File: src/rtl/wb_exp_ctrl.sv
// Writeback stage: GPR write, control-register file, exception/interrupt entry and EXRT return.
// Latency: flush/new_pc/gpr write strobe are combinational; control-register updates land at the next edge.
// Backpressure: stall=1 freezes every state update and suppresses flush; pending irq stays pending.
module wb_exp_ctrl #(
    parameter logic [29:0] EXC_VECTOR = 30'h0,
    parameter int          IRQ_W      = 8
) (
    input  logic             clk,
    input  logic             reset,
    input  logic             stall,
    input  logic [29:0]      mem_pc,
    input  logic             mem_en,
    input  logic             mem_br_flag,
    input  logic [1:0]       mem_ctrl_op,
    input  logic [4:0]       mem_dst_addr,
    input  logic             mem_gpr_we_,
    input  logic [2:0]       mem_exp_code,
    input  logic [31:0]      mem_out,
    input  logic [IRQ_W-1:0] irq,
    input  logic [4:0]       cr_rd_addr,
    output logic [31:0]      cr_rd_data,
    output logic             gpr_we_,
    output logic [4:0]       gpr_wr_addr,
    output logic [31:0]      gpr_wr_data,
    output logic             flush,
    output logic [29:0]      new_pc,
    output logic             exe_mode,
    output logic             int_en
);

    localparam logic [1:0] OP_WRCR     = 2'd1;
    localparam logic [1:0] OP_EXRT     = 2'd2;
    localparam logic [4:0] CR_STATUS   = 5'd0;
    localparam logic [4:0] CR_INT_MASK = 5'd1;
    localparam logic [4:0] CR_EXP_CODE = 5'd2;
    localparam logic [4:0] CR_EPC      = 5'd3;
    localparam logic [2:0] CODE_EXT_INT = 3'd1;

    logic             mode, ie, pre_mode, pre_ie;
    logic [IRQ_W-1:0] int_mask;
    logic [29:0]      epc;
    logic [2:0]       exp_code;

    logic             active, exc_ev, int_ev, trap_ev, exrt_ev, wrcr_ev;
    logic [29:0]      ret_pc;
    logic [31:0]      mask_ext;

    assign exe_mode    = mode;
    assign int_en      = ie;
    assign gpr_wr_addr = mem_dst_addr;
    assign gpr_wr_data = mem_out;

    // Event decode; reset is folded in so flush/gpr_we_/new_pc sit at their idle values while reset is held.
    always_comb begin
        active  = reset & mem_en & ~stall;
        exc_ev  = active & (mem_exp_code != 3'd0);
        int_ev  = active & ~exc_ev & ie & (|(irq & ~int_mask));
        trap_ev = exc_ev | int_ev;
        exrt_ev = active & ~trap_ev & (mem_ctrl_op == OP_EXRT);
        wrcr_ev = active & ~trap_ev & (mem_ctrl_op == OP_WRCR);
        flush   = trap_ev | exrt_ev;
        new_pc  = trap_ev ? EXC_VECTOR : (exrt_ev ? epc : 30'h0);
        gpr_we_ = ~(active & ~mem_gpr_we_ & ~trap_ev);
        // A delay-slot instruction restarts at its branch so the branch is re-taken.
        ret_pc  = mem_br_flag ? (mem_pc - 30'd1) : mem_pc;
    end

    // Control-register read port; reads see pre-update values (no write bypass).
    always_comb begin
        mask_ext              = 32'h0;
        mask_ext[IRQ_W-1:0]   = int_mask;
        case (cr_rd_addr)
            CR_STATUS:   cr_rd_data = {28'h0, pre_ie, pre_mode, ie, mode};
            CR_INT_MASK: cr_rd_data = mask_ext;
            CR_EXP_CODE: cr_rd_data = {29'h0, exp_code};
            CR_EPC:      cr_rd_data = {epc, 2'b00};
            default:     cr_rd_data = 32'h0;
        endcase
    end

    // Control-register state: trap entry beats EXRT, which beats WRCR; all gated by active.
    always_ff @(posedge clk or negedge reset) begin
        if (!reset) begin
            mode     <= 1'b0;
            ie       <= 1'b0;
            pre_mode <= 1'b0;
            pre_ie   <= 1'b0;
            int_mask <= '1;
            epc      <= 30'h0;
            exp_code <= 3'd0;
        end else if (trap_ev) begin
            epc      <= ret_pc;
            exp_code <= exc_ev ? mem_exp_code : CODE_EXT_INT;
            pre_mode <= mode;
            pre_ie   <= ie;
            mode     <= 1'b0;
            ie       <= 1'b0;
        end else if (exrt_ev) begin
            mode     <= pre_mode;
            ie       <= pre_ie;
        end else if (wrcr_ev) begin
            case (mem_dst_addr)
                CR_STATUS: begin
                    mode     <= mem_out[0];
                    ie       <= mem_out[1];
                    pre_mode <= mem_out[2];
                    pre_ie   <= mem_out[3];
                end
                CR_INT_MASK: int_mask <= mem_out[IRQ_W-1:0];
                CR_EXP_CODE: exp_code <= mem_out[2:0];
                CR_EPC:      epc      <= mem_out[31:2];
                default: ;
            endcase
        end
    end

endmodule

File: config.mk
export PLATFORM = sky130hd
export DESIGN_NAME = wb_exp_ctrl
export DESIGN_NICKNAME = d
export VERILOG_FILES = /design/src/rtl/wb_exp_ctrl.sv
export SDC_FILE = /design/constraint.sdc
export NUM_CORES = 1
export LEC_CHECK = 0
export BUFFER_PORTS_ARGS = -buffer_cell sky130_fd_sc_hd__buf_2
export CORE_MARGIN = 8
export CORE_UTILIZATION = 35
export CTS_BUF_LIST = sky130_fd_sc_hd__clkbuf_4 sky130_fd_sc_hd__clkbuf_8
export DETAILED_ROUTE_END_ITERATION = 12
export HOLD_SLACK_MARGIN = 0.15
export PLACE_DENSITY_LB_ADDON = 0.05
export SLEW_MARGIN = 10
export SYNTH_ARGS = -nofsm -noshare
export SYNTH_HDL_FRONTEND = slang
export SYNTH_SLANG_ARGS = --single-unit
File: constraint.sdc
create_clock -name clk -period 2.4 [get_ports clk]
set_clock_uncertainty 0.05 [all_clocks]
set_input_delay 0.48 -clock clk [delete_from_list [all_inputs] [get_ports clk]]
set_output_delay 0.48 -clock clk [all_outputs]
set_load 0.05 [all_outputs]
==> run summary <==
### Status
* outcome: finished, violations left
* violations in the final reports: negative setup slack

### GRT
* initial antenna violation count: 0
* via count of the first global-routing pass: 3932
* first-pass GRT wire length: 20800 um
* global-route total usage across every layer: 17.6%
* grt ovf: 0
* maximum number of pins on one net before global-route repair: 46

### Run
* max-capacitance violation count: 0

### Detailed routing
* mean number of vias per cell: 5.06
* DR iter-0 viols: 117
* DR pass1 iterations: 4
* number of remaining DRC errors: 0
* number of antenna-violating nets in the routed design: 0
* average wire per standard cell: 19.1 um
* routed wire length: 13900 um
* total via count in the routed design: 3668

### Logic synthesis
* Mapped Cells: 398
* largest cells by area after synthesis: sky130_fd_sc_hd__dfrtp_1, sky130_fd_sc_hd__mux2i_1, sky130_fd_sc_hd__and3_1
* Seq/Total Area, Yosys: 29.1%
* top-area cell type share of the netlist area: 23.7%
* prevailing post-synth register cell: sky130_fd_sc_hd__dfrtp_1
* synthesized area per cell: 9.81 um2
* biggest area consumer among synthesized cells: sky130_fd_sc_hd__dfrtp_1
* area of the mapped netlist: 3900 um2
* Yosys reg bits: 45
* count of synthesis-stage warnings from yosys: 0
* Cell variety after synth: 61
* post-synth net total: 490
* FFs w/ async S/R, synth: 100%
* Post-synth EDFFs: 0

### Clock tree
* clock tree from TritonCTS: built
* total number of H-tree levels: 2
* number of buffers on the longest clock path: 2
* clk sinks: 45
* clock buffers created by TritonCTS: 5
* clock network latency to the later pin of the worst-skew pair: 0.30 ns
* CTS clock-pin slew for the worst setup and hold paths: 0.09 ns
* Root Buffer Master: sky130_fd_sc_hd__clkbuf_8

### STA
* period utilization: 112%
* final setup slack of the worst path: -0.282 ns
* highest clock frequency the design can meet: 0.373 GHz
* Min Clock Period, post-route: 2.68 ns
* max-slew violation count: 0
* worst relative slew slack: 58.9%
* worst-case hold slack: 0.352 ns
* setup repair after global routing missed its margin: true
* pin slew with the least headroom to its limit: 0.617 ns
* TNS Setup: -8.34 ns
* Final Hold Viols: 0
* final setup violation count: 32

### Finish
* proportion of layout cells with a drive suffix above 1: 56.9%
* summed area of non-filler cells in the final layout: 5760 um2
* core utilization of the finished layout: 53.1%
* net count of the finished layout: 676
* most common library cell in the layout ignoring fill and taps: sky130_fd_sc_hd__buf_2
* highest-count cells in the layout ignoring fill and taps: sky130_fd_sc_hd__buf_2, sky130_fd_sc_hd__mux2i_1, sky130_fd_sc_hd__dfrtp_1, sky130_fd_sc_hd__buf_4, sky130_fd_sc_hd__buf_8
* P&R area growth vs syn: 47.5%
* count of inserted antenna diode cells: 0

### Setup path
* nature of the critical path startpoint: register
* number of cell instances on the worst register-to-register path: 7
* Reg2Reg Launch Point: int_mask[0]
* crit path max-delay cell type: sky130_fd_sc_hd__dfstp_2
* register-to-register setup slack: 0.26 ns
* Reg2Reg Capture Point: int_mask[6]
* worst endpoint data arrival time: 2.15 ns
* series of cell instances along the critical path: nor2b_4 -> a2111oi_4 -> buf_4 -> a21o_4 -> clkbuf_16 -> and3_4 -> buf_8
* Largest stage delay, worst path: 0.57 ns
* peak fanout along the critical path: 8
* critical path type: register to output port
* kind of end point of the critical path: output port
* worst endpoint required time: 1.87 ns

### Floorplanning
* effective utilization at floorplan: 36.0%
* core area: 10800 um2
* height of the chip: 122 um
* top-level I/O count: 194
* num rows: 38
* die area: 14800 um2
* width of the die: 122 um

### Placement
* Port-buffer cells: 193
* total cell area at the placement stage: 5140 um2
* weighted congestion reported at the end of routability-driven placement: 0.811
* DP HPWL: 10400 um

### Power
* worst supply voltage drop on vdd: 0.230 mV
* Static Leakage: 3.05 nW
* power density cells: 392 nW/um2
* power consumption: 2.25 mW

### Worst hold path
* worst hold path class: input port to asynchronous set/reset pin

how the worst max path moves through the flow:
| stage | cells past startpoint | endpoint | slack, ns | from |
|---|---|---|---|---|
| 2_1_floorplan | 5 | gpr_we_ | 0.000007 | int_mask[3] |
| 5_1_grt | 6 | gpr_we_ | -0.37 | int_mask[4] |
| 4_1_cts | 7 | new_pc[29] | -0.31 | int_mask[6] |
| 6_report | 7 | new_pc[14] | -0.28 | int_mask[0] |
| 3_5_place_dp | 7 | gpr_we_ | -0.19 | irq[4] |
| 3_3_place_gp | 7 | gpr_we_ | -0.19 | irq[4] |
power breakdown:
group	total [mW]	internal [mW]	switching [mW]
Combinational	0.701	0.289	0.412
Sequential	1.03	0.907	0.121
Clock	0.525	0.258	0.267
logic make-up (layout without fill, tap and decap cells):
kind of cell,after synthesis,in the layout,synth area share (%)
flip-flops,45,45,29.1
AO/OA/AOI/OAI,38,38,7.79
XOR/XNOR,29,29,6.51
multiplexers,70,70,19.1
adder cells (fa/ha/maj),1,1,0.320
AND/OR/NAND/NOR,148,148,26.4
buffers and inverters,67,254,10.8
routing by layer:
metal  vias to the layer above  GRT usage, %  part of all wire, %
met3                         5          3.84                  6.0
li1                       1789             -                    -
met4                         0          2.78                 0.54
met5                         -             0                    0
met2                       112          30.2                   49
met1                      1762          22.4                   45
area by class of cell:
class / instances / area (um2)
sequential: 45 / 1140
tap: 140 / 175
multi-input combinational: 286 / 2580
inverter: 7 / 26.3
fill: 1029 / 5080
timing repair buffer: 239 / 1750
clock buffer: 8 / 97.6
metrics by stage:
stage | setup slack, ns | instances
global placement | -0.187 | 711
CTS | -0.312 | 721
detailed placement | -0.192 | 711
floorplan | 0.00000711 | 398
finish | -0.282 | 725
global route | -0.369 | 725
synth_stat cells (2+ instances only):
library cell                 n
sky130_fd_sc_hd__a22oi_1     2
sky130_fd_sc_hd__o31a_1      2
sky130_fd_sc_hd__buf_6       2
sky130_fd_sc_hd__nor4b_1     3
sky130_fd_sc_hd__and2_1      4
sky130_fd_sc_hd__o31ai_1     2
sky130_fd_sc_hd__a211oi_1    2
sky130_fd_sc_hd__nand3_1     2
sky130_fd_sc_hd__nor2_1     14
sky130_fd_sc_hd__o21ai_0    14
sky130_fd_sc_hd__nor2b_1     7
sky130_fd_sc_hd__or4_4       3
sky130_fd_sc_hd__nor3b_1     3
sky130_fd_sc_hd__nor3_1      6
sky130_fd_sc_hd__mux2_4      8
sky130_fd_sc_hd__a22o_1      7
sky130_fd_sc_hd__nor4_1      7
sky130_fd_sc_hd__nor4_2      2
sky130_fd_sc_hd__xor2_1      7
sky130_fd_sc_hd__buf_4      38
sky130_fd_sc_hd__clkbuf_1   16
sky130_fd_sc_hd__a2111oi_4   2
sky130_fd_sc_hd__and3_1     54
sky130_fd_sc_hd__dfstp_2     8
sky130_fd_sc_hd__nor3_2      2
sky130_fd_sc_hd__nand2_1    12
sky130_fd_sc_hd__nor4bb_1    2
sky130_fd_sc_hd__xnor2_1    22
sky130_fd_sc_hd__inv_1       7
sky130_fd_sc_hd__nor4_4      3
sky130_fd_sc_hd__or3_1       9
sky130_fd_sc_hd__dfrtp_1    37
sky130_fd_sc_hd__mux2_2      3
sky130_fd_sc_hd__mux2i_1    59
flip-flops by register name (all words and copies together), names as in the netlist:
name,flops
epc,30
exe_mode,1
exp_code,3
int_en,1
int_mask,8
pre_ie,1
pre_mode,1
timing repair:
item                       CTS  global route
buffers inserted             2             1
pin swaps                    5            10
resized for setup           65            60
setup endpoints to repair   32            32
hold buffers                 0             0
cloned                       0             3
critical path: cells and delay by family, from the launching register on:
kind,cells,cell delay (ns)
flops,1,0.57
simple gates,2,0.25
compound gates,2,0.53
buf+inv,3,0.51
(Power assumes the default switching activity.)
